### config.mk
export PLATFORM = sky130hd
export DESIGN_NAME = spi_target
export DESIGN_NICKNAME = d
export VERILOG_FILES = /design/src/rtl/spi_target.sv
export SDC_FILE = /design/constraint.sdc
export NUM_CORES = 1
export LEC_CHECK = 0
export CAP_MARGIN = 15
export CORE_MARGIN = 2
export CORE_UTILIZATION = 35
export CTS_CLUSTER_SIZE = 40
export DETAILED_ROUTE_END_ITERATION = 8
export GPL_ROUTABILITY_DRIVEN = 0
export HOLD_SLACK_MARGIN = 0.03
export PLACE_DENSITY_LB_ADDON = 0.12
export SLEW_MARGIN = 20
export SYNTH_ARGS = -nofsm -noshare
export SYNTH_HDL_FRONTEND = slang
export SYNTH_SLANG_ARGS = --single-unit
### constraint.sdc
create_clock -name clk -period 4.4 [get_ports clk]
set_input_delay 0.44 -clock clk [delete_from_list [all_inputs] [get_ports clk]]
set_output_delay 0.44 -clock clk [all_outputs]
set_load 0.01 [all_outputs]
### src/rtl/spi_target.sv
// SPI mode-0 target (MSB first) sampled in the clk domain: synchronized pins,
// edge detection, byte-wide rx/tx shifting with a one-deep transmit holding register.
module spi_target #(
   parameter logic [7:0]  FILL        = 8'hFF,
   parameter int unsigned SYNC_STAGES = 2
) (
   input  logic       clk,
   input  logic       rst_n,
   input  logic       sclk,
   input  logic       cs_n,
   input  logic       mosi,
   output logic       miso,
   input  logic [7:0] tx_data,
   input  logic       tx_valid,
   output logic       tx_ready,
   output logic [7:0] rx_data,
   output logic       rx_valid,
   input  logic       rx_ready,
   output logic       overrun,
   input  logic       ovr_clr,
   output logic       busy
);

   localparam int unsigned DW = 8;
   localparam int unsigned CW = 3;
   localparam int unsigned SW = SYNC_STAGES;

   typedef enum logic {IDLE, ACTIVE} state_t;

   // Pin synchronizers plus one delayed copy for edge detection
   logic [SW-1:0] sclk_sync, cs_sync, mosi_sync;
   logic          sclk_d, cs_d;
   logic          sclk_s, cs_s, mosi_s;
   logic          sclk_rise, sclk_fall, cs_fall, cs_rise;

   always_ff @(posedge clk or negedge rst_n) begin
      if (!rst_n) begin
         sclk_sync <= '0;
         cs_sync   <= '1;
         mosi_sync <= '1;
         sclk_d    <= 1'b0;
         cs_d      <= 1'b1;
      end else begin
         sclk_sync <= {sclk_sync[SW-2:0], sclk};
         cs_sync   <= {cs_sync[SW-2:0], cs_n};
         mosi_sync <= {mosi_sync[SW-2:0], mosi};
         sclk_d    <= sclk_s;
         cs_d      <= cs_s;
      end
   end

   assign sclk_s    = sclk_sync[SW-1];
   assign cs_s      = cs_sync[SW-1];
   assign mosi_s    = mosi_sync[SW-1];
   assign sclk_rise = sclk_s & ~sclk_d;
   assign sclk_fall = ~sclk_s & sclk_d;
   assign cs_fall   = ~cs_s & cs_d;
   assign cs_rise   = cs_s & ~cs_d;

   state_t        state_q, state_d;
   logic [CW-1:0] bit_cnt_q, bit_cnt_d;
   logic [DW-1:0] rx_shift_q, rx_shift_d;
   logic [DW-1:0] tx_shift_q, tx_shift_d;
   logic [DW-1:0] hold_data_q, hold_data_d;
   logic          hold_full_q, hold_full_d;
   logic          done_q, done_d;
   logic [DW-1:0] rx_data_d;
   logic          rx_valid_d, overrun_d, miso_d, busy_d, tx_ready_d;
   logic          load, capture, ovr_set;

   always_ff @(posedge clk or negedge rst_n) begin
      if (!rst_n) begin
         state_q     <= IDLE;
         bit_cnt_q   <= '0;
         rx_shift_q  <= '0;
         tx_shift_q  <= '0;
         hold_data_q <= '0;
         hold_full_q <= 1'b0;
         done_q      <= 1'b0;
         rx_data     <= '0;
         rx_valid    <= 1'b0;
         overrun     <= 1'b0;
         miso        <= 1'b1;
         busy        <= 1'b0;
         tx_ready    <= 1'b1;
      end else begin
         state_q     <= state_d;
         bit_cnt_q   <= bit_cnt_d;
         rx_shift_q  <= rx_shift_d;
         tx_shift_q  <= tx_shift_d;
         hold_data_q <= hold_data_d;
         hold_full_q <= hold_full_d;
         done_q      <= done_d;
         rx_data     <= rx_data_d;
         rx_valid    <= rx_valid_d;
         overrun     <= overrun_d;
         miso        <= miso_d;
         busy        <= busy_d;
         tx_ready    <= tx_ready_d;
      end
   end

   always_comb begin
      state_d     = state_q;
      bit_cnt_d   = bit_cnt_q;
      rx_shift_d  = rx_shift_q;
      tx_shift_d  = tx_shift_q;
      hold_data_d = hold_data_q;
      hold_full_d = hold_full_q;
      done_d      = 1'b0;
      rx_data_d   = rx_data;
      rx_valid_d  = rx_valid;
      load        = 1'b0;
      capture     = 1'b0;
      ovr_set     = 1'b0;

      case (state_q)
         IDLE: begin
            if (cs_fall) begin
               state_d   = ACTIVE;
               bit_cnt_d = '0;
               load      = 1'b1;
            end
         end
         ACTIVE: begin
            if (cs_rise) begin
               state_d   = IDLE;
               bit_cnt_d = '0;
            end else if (sclk_rise) begin
               rx_shift_d = {rx_shift_q[DW-2:0], mosi_s};
               bit_cnt_d  = bit_cnt_q + CW'(1);
               done_d     = (bit_cnt_q == CW'(DW - 1));
            end else if (sclk_fall) begin
               if (bit_cnt_q != '0) tx_shift_d = {tx_shift_q[DW-2:0], 1'b0};
               else                 load       = 1'b1;
            end
         end
         default: state_d = IDLE;
      endcase

      // Byte boundary: next tx byte comes from the holding register, else FILL
      if (load) tx_shift_d = hold_full_q ? hold_data_q : FILL;

      capture     = tx_valid & ~hold_full_q;
      hold_full_d = capture | (hold_full_q & ~load);
      if (capture) hold_data_d = tx_data;

      // rx_shift_q holds the completed byte for the cycle after the wrap
      if (done_q) begin
         if (rx_valid & ~rx_ready) begin
            ovr_set = 1'b1;
         end else begin
            rx_data_d  = rx_shift_q;
            rx_valid_d = 1'b1;
         end
      end else if (rx_valid & rx_ready) begin
         rx_valid_d = 1'b0;
      end

      overrun_d  = ovr_set | (overrun & ~ovr_clr);
      miso_d     = (state_d == ACTIVE) ? tx_shift_d[DW-1] : 1'b1;
      busy_d     = (state_d == ACTIVE);
      tx_ready_d = ~hold_full_d;
   end

endmodule
# Word-level counts from Yosys, hierarchy flattened

Cells that the tools add are included.

Equality and inequality tests: 6
Reductions and logical operators: 10
Muxes and demuxes: 28
$add $sub $neg: 1
Bitwise logic cells: 23

Operators by type and width:

| operator                                                                 | number |
|---|---|
| 8-bit two-way mux                                                        | 7 |
| 1-bit two-way mux                                                        | 15 |
| 1-bit inverter                                                           | 12 |
| 1-bit AND                                                                | 9 |
| 3-bit two-way mux                                                        | 3 |
| 2-bit nonzero test                                                       | 4 |
| 3-bit case mux with 2 select lines                                       | 1 |
| 2-bit AND reduction                                                      | 3 |
| 5-bit AND reduction                                                      | 1 |
| 2-bit by 1-bit inequality test with 1-bit output (second input constant) | 2 |
| 2-bit inequality test (second input constant)                            | 2 |
| 1-bit case mux with 2 select lines                                       | 2 |
| 3-bit by 1-bit adder with 3-bit output (second input constant)           | 1 |
| 3-bit == test (second input constant)                                    | 1 |
| 3-bit inequality test (second input constant)                            | 1 |
| 3-bit AND reduction                                                      | 1 |
| 3-bit nonzero test                                                       | 1 |
| 1-bit OR                                                                 | 2 |

Register bits: 50
Output and inout bits: 13
Input port bits: 16
Word-level logic and storage cells: 86

# Logic depth before layout (Yosys ltp)

Gate-level depths: netlist of the first run.

Depth after elaboration: 10
Mapped depth: 7
Mapped depth without buffers: 6

# Worst setup path before layout of the first run

OpenSTA, ideal clock, no wires.

Kind: flip-flop to flip-flop
Start: register cs_sync[1]
End: register tx_shift_q[6]
Slack: 2.998 ns
Path buffers: 0
Clock period less this slack: 1.402 ns
Cell stages (with the launch flop): 5
Data arrival time: 1.276 ns
Cells stage by stage: dfstp_2 nand2b_1 a31oi_1 nor2b_1 a21oi_1

Word-level cells in the longest chain between the ends: 6
Elaborated cells between the ends (all ways): 13
Classes of those cells: 2 x eq/ne; 4 x mux; 3 x bitwise; 4 x reduce/logical

RTL lines:

| element                                                                                          | RTL line | text |
|---|---|---|
| start: declaration                                                                               | 31       | `logic [SW-1:0] sclk_sync, cs_sync, mosi_sync;` |
| start signal: assignment                                                                         | 45       | `cs_sync <= {cs_sync[SW-2:0], cs_n};` |
| 1-bit inverter                                                                                   | 57       | `assign cs_fall = ~cs_s & cs_d;` |
| 1-bit AND                                                                                        | 57       |  |
| 1-bit two-way mux                                                                                | 119      | `if (cs_fall) begin` |
| 1-bit case mux with 2 select lines                                                               | 117      | `case (state_q)` |
| 2-bit by 1-bit inequality test with 1-bit output (no line) or 2-bit nonzero test (tied branches) | n/a      |  |
| 5-bit AND reduction (no line)                                                                    | n/a      |  |
| end signal: assignment                                                                           | 90       | `tx_shift_q <= tx_shift_d;` |
| end: declaration                                                                                 | 63       | `logic [DW-1:0] tx_shift_q, tx_shift_d;` |

Parallel ways exist; a longest one is shown, timed or not.
A chain may end at the register's enable or synchronous reset.

==> results of run 1 <==
-- layer usage --
metal / up-vias / routed length (µm)
li1: 565 / -
met1: 598 / 1450
met2: 24 / 1570
met3: 5 / 143
met4: 0 / 43
met5: - / 0
-- cell families after synthesis --
| group | Yosys count | share of synthesized area, % |
|---|---|---|
| simple gates | 27 | 8.19 |
| compound gates | 26 | 8.38 |
| flops | 50 | 63.9 |
| mux | 27 | 15.3 |
| buf+inv | 11 | 2.29 |
| fa+ha+maj | 3 | 1.90 |
-- area by class of cell --
cell class	count	area, µm²	share of cell area [%]
sequential	50	1260	52.0
multi-input combinational	83	666	27.5
timing repair buffer	28	278	11.5
tap	72	90.1	3.72
clock buffer	6	82.6	3.41
inverter	8	30.0	1.24
clock inverter	2	16.3	0.671
-- worst max-delay path by stage --
stage | to | cells after the start | from
6_report | busy | 1 | state_q$_DFF_PN0_
5_1_grt | busy | 1 | state_q$_DFF_PN0_
4_1_cts | busy | 1 | state_q$_DFF_PN0_
3_5_place_dp | hold_data_q[6]$_DFFE_PN0P_ | 3 | tx_valid
3_3_place_gp | hold_data_q[6]$_DFFE_PN0P_ | 3 | tx_valid
2_1_floorplan | tx_shift_q[6]$_DFFE_PN0P_ | 4 | cs_sync[1]$_DFF_PN1_
-- cells in the final DEF, fill, tap and decap left out, types with 4 or more instances in the layout --
master / netlist / routed
dfrtp_1: 43 / 43
nand2_1: 4 / 4
o21ai_0: 8 / 8
a22oi_1: 5 / 5
clkbuf_8: 0 / 6
a21oi_1: 4 / 4
dfstp_2: 7 / 7
nor2_1: 8 / 8
nand2b_1: 4 / 4
inv_1: 8 / 8
mux2_2: 25 / 25
clkdlybuf4s50_1: 0 / 27
-- state kept, by name, summed over array words and instances (netlist names) --
register,count
hold_data_q,8
rx_data,8
rx_shift_q,8
tx_shift_q,8
bit_cnt_q,3
cs_sync,2
mosi_sync,2
sclk_sync,2
cs_d,1
done_q,1
hold_full_q,1
miso,1
overrun,1
rx_valid,1
sclk_d,1
state_q,1
tx_ready,1
-- stage by stage --
step                      setup slack, ns  utilization, %  area (µm²)  hold WS, ns  total power (µW)
final                                2.53            44.3        2420        0.142              1180
after global routing                 2.46            44.3        2420        0.196              1260
after CTS                            2.52            44.2        2420        0.360              1200
after detailed placement             2.30            42.4        2320        0.338               918
after global placement               2.42            42.4        2320        0.344               895
after floorplan                      3.00               -        1970        0.144               825
-- where the power goes --
group | total, µW | switching, µW | internal [µW]
clock | 281 | 151 | 129
sequential | 662 | 73.1 | 589
combinational | 239 | 103 | 137
total | 1180 | 327 | 855
==> impl_metrics.env, run 1 <==
export IMPL_outcome="finished, final reports clean"
export IMPL_cts_path_max_buffers=2
export IMPL_cp_max_fo=10
export IMPL_drc_errors=0
export IMPL_synth_common_cells="43 x dfrtp_1, 25 x mux2_2, 8 x inv_1, 8 x nor2_1, 8 x o21ai_0"
export IMPL_cts_tree="yes"
export IMPL_slew_violations=0
export IMPL_grt_pass1_vias=1180
export IMPL_grt_overflow_total=0
export IMPL_ys_dominant_reg_cell="dfrtp_1"
export IMPL_grtUsageTotal_pct=11.2
export IMPL_fin_worst_skew_ns=0.00572
export IMPL_clock_tree_root_cell="clkbuf_8"
export IMPL_grt_setup_unrepaired="false"
export IMPL_initial_core_util_pct=36.0
export IMPL_dpl_hpwl_mm=2.32
export IMPL_cts_sinks=50
export IMPL_final_cells=249
export IMPL_use_met3_pct=3.75
export IMPL_grt_max_degree=51
export IMPL_ys_top_cells_by_area="dfrtp_1 55%, mux2_2 14%, dfstp_2 9.3%"
export IMPL_wirelength_mm=3.21
export IMPL_cpLargestDelayFamily="buffers and inverters"
export IMPL_ir_worst_vdd_mv=0.225
export IMPL_antenna_found_initial=0
export IMPL_worstRegToRegCells=4
export IMPL_hold_violations=0
export IMPL_cts_hold_buf=0
export IMPL_gr_usage_met2_pct=17.5
export IMPL_die_area_um2=6250
export IMPL_row_count=27
export IMPL_ys_seq_area_share_pct=63.9
export IMPL_post_route_min_period_ns=1.87
export IMPL_area_growth_pct=22.9
export IMPL_drive_gt1_share_pct=24.9
export IMPL_cp_start_kind="flip-flop"
export IMPL_worstPathCellList="clkdlybuf4s50_1"
export IMPL_ios=29
export IMPL_critPathKind="flip-flop to primary output"
export IMPL_grt_met1_usage_pct=14.1
export IMPL_yosysTopAreaCell="dfrtp_1"
export IMPL_max_freq_mhz=536
export IMPL_reg2reg_from="cs_sync[1]$_DFF_PN1_"
export IMPL_htreeDepth=2
export IMPL_drtIter0Drc=70
export IMPL_hold_path_class="primary input to asynchronous set/reset pin"
export IMPL_synth_cell_type_count=27
export IMPL_numCtsBuffers=5
export IMPL_post_place_cells=241
export IMPL_die_y_um=79.0
export IMPL_port_buffers=28
export IMPL_fillers=521
export IMPL_top_usage_layer="met2"
export IMPL_syn_area_um2=1970
export IMPL_postCtsSetupBuffers=0
export IMPL_die_width_um=79.0
export IMPL_worstSkewPairLatency_ns=0.30
export IMPL_grt_pass1_wl_mm=5.42
export IMPL_yosysMostFrequentCell="dfrtp_1"
export IMPL_fin_nets=195
export IMPL_min_period_over_period_pct=42.4
export IMPL_core_um2=5470
export IMPL_worst_endpoint_required_ns=3.96
export IMPL_final_setup_tns_ns=0
export IMPL_syn_mean_instance_area_um2=13.7
export IMPL_antenna_left=0
export IMPL_crit_buf_inv=1
export IMPL_vias=1192
export IMPL_n_antenna_cell=0
export IMPL_max_slew_margin_rel_pct=48.5
export IMPL_worst_slew_pin_slew_ns=0.771
export IMPL_crit_path_end_kind="primary output"
export IMPL_p_leak_uw=0.00110
export IMPL_vias_per_cell=4.79
export IMPL_clk_pin_slew_worst_paths_ns=0.09
export IMPL_postCtsResizedCells=0
export IMPL_reg2reg_slack_ns=2.77
export IMPL_wl_per_cell_um=12.9
export IMPL_synth_seq_cells=50
export IMPL_cp_arrival_ns=1.43
export IMPL_max_cap_violations=0
export IMPL_cpPeakStageDelay_ns=0.60
export IMPL_drtPass1Iterations=4
export IMPL_slowest_stage="clkdlybuf4s50_1"
export IMPL_setup_viol=0
export IMPL_r2r_end="tx_shift_q[6]$_DFFE_PN0P_"
export IMPL_synth_fp_nets=163
export IMPL_async_flop_share_pct=100
export IMPL_synth_warnings=0
export IMPL_yosysTopAreaCellShare_pct=54.6
export IMPL_pwr_density_cell_nw_per_um2=488
export IMPL_synth_enable_flop_cells=0
export IMPL_synthCells=144
Note: power is estimated with default switching activity, not from simulation.
==> inputs of run 2 (changes only) <==
==> constraint.sdc (replaced) <==
create_clock -name clk -period 1.73 [get_ports clk]
set_input_delay 0.173 -clock clk [delete_from_list [all_inputs] [get_ports clk]]
set_output_delay 0.173 -clock clk [all_outputs]
set_load 0.01 [all_outputs]
==> impl_metrics.env, run 2 (same netlist as run 1, synthesis figures left out) <==
export IMPL_outcome="finished, final reports clean"
export IMPL_power_switching_uw=815
export IMPL_critPathKind="flip-flop to primary output"
export IMPL_drtIter0Drc=74
export IMPL_hold_path_class="primary input to flip-flop"
export IMPL_ir_worst_vdd_mv=0.926
export IMPL_internal_power_uw=2300
export IMPL_n_antenna_cell=0
export IMPL_worstSkewPairLatency_ns=0.30
export IMPL_ios=29
export IMPL_antenna_left=0
export IMPL_dp_slack_ns=0.158
export IMPL_wirelength_mm=3.22
export IMPL_final_cell_mix="43 x dfrtp_1, 27 x clkdlybuf4s50_1, 25 x mux2_2"
export IMPL_drive_gt1_share_pct=26.5
export IMPL_p_leak_uw=0.00113
export IMPL_area_growth_pct=26.4
export IMPL_pwr_density_cell_nw_per_um2=1250
export IMPL_layout_setup_ws_ns=0.117
export IMPL_wl_per_cell_um=12.7
export IMPL_crit_path_end_kind="primary output"
export IMPL_whs_path_depth=1
export IMPL_cp_arrival_ns=1.44
export IMPL_vias_per_cell=4.69
export IMPL_cpPeakStageDelay_ns=0.61
export IMPL_hold_violations=0
export IMPL_worst_endpoint_required_ns=1.56
export IMPL_htreeDepth=2
export IMPL_pwr_share_seq_pct=53.9
export IMPL_final_common_cell="dfrtp_1"
export IMPL_port_buffers=28
export IMPL_die_width_um=79.0
export IMPL_fin_worst_skew_ns=0.00839
export IMPL_drc_errors=0
export IMPL_cp_start_kind="flip-flop"
export IMPL_die_area_um2=6250
export IMPL_design_area_um2=2490
export IMPL_antenna_found_initial=0
export IMPL_cpLargestDelayFamily="buffers and inverters"
export IMPL_final_setup_tns_ns=0
export IMPL_clk_pin_slew_worst_paths_ns=0.09
export IMPL_cts_path_max_buffers=2
export IMPL_cp_num_cells=1
export IMPL_post_route_min_period_ns=1.61
export IMPL_slowest_stage="clkdlybuf4s50_1"
export IMPL_drtPass1Iterations=4
export IMPL_core_um2=5470
export IMPL_utilization_pct=45.5
export IMPL_row_count=27
export IMPL_clock_tree_root_cell="clkbuf_8"
export IMPL_cts_sinks=50
export IMPL_numCtsBuffers=5
export IMPL_cp_max_fo=10
export IMPL_max_freq_mhz=620
export IMPL_whs_ns=0.271
export IMPL_die_y_um=79.0
export IMPL_dpl_hpwl_mm=2.33
export IMPL_grt_pass1_vias=1223
export IMPL_grtUsageTotal_pct=11.6
export IMPL_max_cap_violations=0
export IMPL_worstPathCellList="clkdlybuf4s50_1"
export IMPL_min_period_over_period_pct=93.2
export IMPL_fin_nets=199
export IMPL_initial_core_util_pct=36.0
export IMPL_place_area_um2=2360
export IMPL_crit_buf_inv=1
export IMPL_p_sw_share_pct=26.2
export IMPL_clkPwrFrac_pct=25.5
export IMPL_fillers=530
export IMPL_setup_viol=0
export IMPL_grt_max_degree=51
export IMPL_grt_pass1_wl_mm=5.63
export IMPL_worstRegToRegCells=3
export IMPL_slew_violations=0
export IMPL_max_slew_margin_rel_pct=71.1
export IMPL_cts_tree="yes"
export IMPL_worst_slew_pin_slew_ns=0.432
export IMPL_pwr_share_comb_pct=20.6
export IMPL_vias=1186
export IMPL_grt_overflow_total=0
export IMPL_grt_setup_unrepaired="false"
-- run 2: changes by cell type in the layout (fill, tap and decap cells not counted) --
cell and change:
a21oi_1 -1, a21oi_2 +1, a31oi_1 -1, a31oi_2 +1, buf_12 +1, buf_2 +1
buf_4 +1, bufinv_16 +1, clkbuf_1 +1, clkbuf_8 -1, dlygate4sd3_1 +1, inv_6 -1
nor2_2 -1, nor2_4 +1
-- run 2: worst reg2reg max path, cell delays in order, from the launching register on --
cell and delay, ns:
dfstp_2 0.55, nand2b_1 0.23, nand4b_2 0.31, mux2_2 0.37
-- run 2: path summary, 6_finish.rpt --
kind / start / endpoint / slack [ns]
max reg2reg: cs_d$_DFF_PN1_ / rx_shift_q[1]$_DFFE_PN0P_ / 0.17
min in group asynchronous: rst_n / rx_data[7]$_DFFE_PN0P_ / 0.39
min reg2reg: sclk_sync[0]$_DFF_PN0_ / sclk_sync[1]$_DFF_PN0_ / 0.36
max: state_q$_DFF_PN0_ / busy / 0.12
max in group asynchronous: rst_n / miso$_DFF_PN1_ / 1.05
min: mosi / mosi_sync[0]$_DFF_PN1_ / 0.27
-- run 2: metrics by stage --
stage	power, µW	cells
after floorplan	2100	144
after global placement	2310	244
after detailed placement	2350	244
after CTS	3160	253
after global routing	3340	253
final	3120	253
-- run 2: layout make-up --
type	instances	area [µm²]	area share (%)
Sequential cell	50	1260	50.6
Multi-Input combinational cell	83	681	27.3
Timing Repair Buffer	32	320	12.9
Tap cell	72	90.1	3.62
Clock buffer	6	72.6	2.91
Clock inverter	2	37.5	1.51
Inverter	8	30.0	1.21
-- run 2: timing repair --
item / 4_1_cts / 5_1_grt
hold endpoints to repair: 43 / 0
buffers inserted: 0 / 0
hold buffers: 1 / 0
endpoints found under the setup margin: 0 / 3
resized for setup: 0 / 3
-- run 2: routing by layer --
layer,vias up,share of wire (%),global-route usage (%)
li1,575,-,-
met1,581,47,15.0
met2,24,47,18.5
met3,6,3.5,3.41
met4,0,1.6,4.14
met5,-,0,0
-- run 2: power groups by stage --
stage | registers (µW) | clock network (µW) | logic [µW]
CTS | 1680 | 832 | 648
floorplan | 1660 | 0 | 441
global placement | 1690 | 0 | 619
finish | 1680 | 796 | 640
detailed placement | 1710 | 0 | 643
global route | 1730 | 879 | 728
==> inputs of run 3 (changes only) <==
--- a/config.mk
+++ b/config.mk
@@ -6,6 +6,7 @@
 export NUM_CORES = 1
 export LEC_CHECK = 0
 export CAP_MARGIN = 15
+export CORE_ASPECT_RATIO = 0.9
 export CORE_MARGIN = 2
 export CORE_UTILIZATION = 35
 export CTS_CLUSTER_SIZE = 40
==> impl_metrics.env, run 3 (same netlist as run 1, synthesis figures left out) <==
export IMPL_outcome="finished, final reports clean"
export IMPL_grt_pass1_wl_mm=5.73
export IMPL_cpLargestDelayFamily="buffers and inverters"
export IMPL_post_place_cells=239
export IMPL_hold_path_startpoint="cs_n"
export IMPL_max_freq_mhz=621
export IMPL_crit_buf_inv=1
export IMPL_drtPass1Iterations=4
export IMPL_hold_path_class="primary input to flip-flop"
export IMPL_postCtsSetupBuffers=0
export IMPL_antenna_left=0
export IMPL_post_route_min_period_ns=1.61
export IMPL_final_common_cell="dfrtp_1"
export IMPL_n_antenna_cell=0
export IMPL_core_um2=5350
export IMPL_whs_endpoint="cs_sync[0]$_DFF_PN1_"
export IMPL_drtIter0Drc=104
export IMPL_numCtsBuffers=5
export IMPL_drc_errors=0
export IMPL_max_slew_margin_rel_pct=59.0
export IMPL_final_cells=248
export IMPL_antenna_found_initial=0
export IMPL_row_count=25
export IMPL_regArea_um2=1260
export IMPL_grt_pass1_vias=1215
export IMPL_die_y_um=75.2
export IMPL_ios=29
export IMPL_fillers=475
export IMPL_worstSkewPairLatency_ns=0.30
export IMPL_slowest_stage="clkdlybuf4s50_1"
export IMPL_crit_path_end_kind="primary output"
export IMPL_vias=1177
export IMPL_grt_overflow_total=0
export IMPL_cp_arrival_ns=1.44
export IMPL_cp_max_fo=10
export IMPL_fin_nets=199
export IMPL_setup_viol=0
export IMPL_port_buffers=28
export IMPL_htreeDepth=2
export IMPL_fin_worst_skew_ns=0.00916
export IMPL_reg2reg_from="bit_cnt_q[0]$_DFFE_PN0P_"
export IMPL_die_width_um=83.1
export IMPL_worst_slew_pin_slew_ns=0.614
export IMPL_min_period_over_period_pct=93.1
export IMPL_multi_input_area_um2=671
export IMPL_hold_violations=0
export IMPL_critPathKind="flip-flop to primary output"
export IMPL_cts_sinks=50
export IMPL_worst_endpoint_required_ns=1.56
export IMPL_dpl_hpwl_mm=2.31
export IMPL_grt_setup_unrepaired="false"
export IMPL_cts_path_max_buffers=2
export IMPL_ir_worst_vdd_mv=0.600
export IMPL_cpPeakStageDelay_ns=0.60
export IMPL_grtUsageTotal_pct=11.7
export IMPL_worstRegToRegCells=6
export IMPL_die_area_um2=6250
export IMPL_max_cap_violations=0
export IMPL_whs_path_depth=1
export IMPL_cp_start_kind="flip-flop"
export IMPL_worstPathCellList="clkdlybuf4s50_1"
export IMPL_final_cell_mix="43 x dfrtp_1, 27 x clkdlybuf4s50_1, 25 x mux2_2"
export IMPL_clk_pin_slew_worst_paths_ns=0.09
export IMPL_r2r_end="hold_full_q$_DFF_PN0_"
export IMPL_cts_tree="yes"
export IMPL_clock_tree_root_cell="clkbuf_8"
export IMPL_initial_core_util_pct=36.8
export IMPL_vias_per_cell=4.75
export IMPL_drive_gt1_share_pct=26.0
export IMPL_wl_per_cell_um=12.9
export IMPL_pwr_density_cell_nw_per_um2=1280
export IMPL_slew_violations=0
export IMPL_utilization_pct=46.2
export IMPL_reg2reg_slack_ns=0.19
export IMPL_area_growth_pct=25.5
export IMPL_p_leak_uw=0.00113
export IMPL_final_setup_tns_ns=0
export IMPL_grt_max_degree=51
export IMPL_wirelength_mm=3.20
-- run 3: cell types whose count changed in the layout (fill, tap and decap cells not counted), sizes merged --
cell,delta
inv,+1
clkinvlp,-1
-- run 3: stage by stage --
stage,power [µW],hold WS [ns],area [µm²],setup slack [ns]
global placement,2310,0.310,2340,0.216
detailed placement,2340,0.315,2340,0.161
finish,3160,0.272,2470,0.119
global route,3390,0.264,2470,0.0485
CTS,3210,0.264,2470,0.109
floorplan,2100,-0.123,1970,0.328
-- run 3: final cells by class --
type                    instances  share of cell area [%]
clock inverters                 2                    1.57
inverters                       8                    1.21
flip-flops and latches         50                    50.9
repair buffers                 32                    12.4
multi-input cells              83                    27.1
clock buffers                   6                    3.34
well taps                      67                    3.39
-- run 3: power by group --
part           leakage [µW]  total, µW  internal [µW]  switching [µW]
clock             0.0000618        854            476             378
combinational      0.000457        623            362             262
sequential         0.000616       1680           1500             184
total               0.00113       3160           2330             824
-- run 3: how the worst max path moves through the flow --
stage | start | depth (start not counted) | endpoint
final | state_q$_DFF_PN0_ | 1 | busy
after global routing | state_q$_DFF_PN0_ | 1 | busy
after CTS | state_q$_DFF_PN0_ | 1 | busy
after detailed placement | bit_cnt_q[0]$_DFFE_PN0P_ | 6 | tx_shift_q[0]$_DFFE_PN0P_
after global placement | rx_ready | 4 | rx_data[2]$_DFFE_PN0P_
after floorplan | cs_sync[1]$_DFF_PN1_ | 4 | tx_shift_q[6]$_DFFE_PN0P_
-- run 3: routing by layer --
layer  part of all wire, %  wire length [µm]  vias up  global-route usage, %
met5                     0                 0        -                      0
met4                   1.2                38        0                   4.37
met3                   4.2               136        4                   3.84
met2                    48              1540       22                   18.6
met1                    46              1480      576                   15.1
li1                      -                 -      575                      -
-- run 3: repair_timing --
item / in CTS / in global routing
resized for setup: 0 / 1
hold endpoints to repair: 43 / 0
hold buffers: 1 / 0
endpoints found under the setup margin: 0 / 1
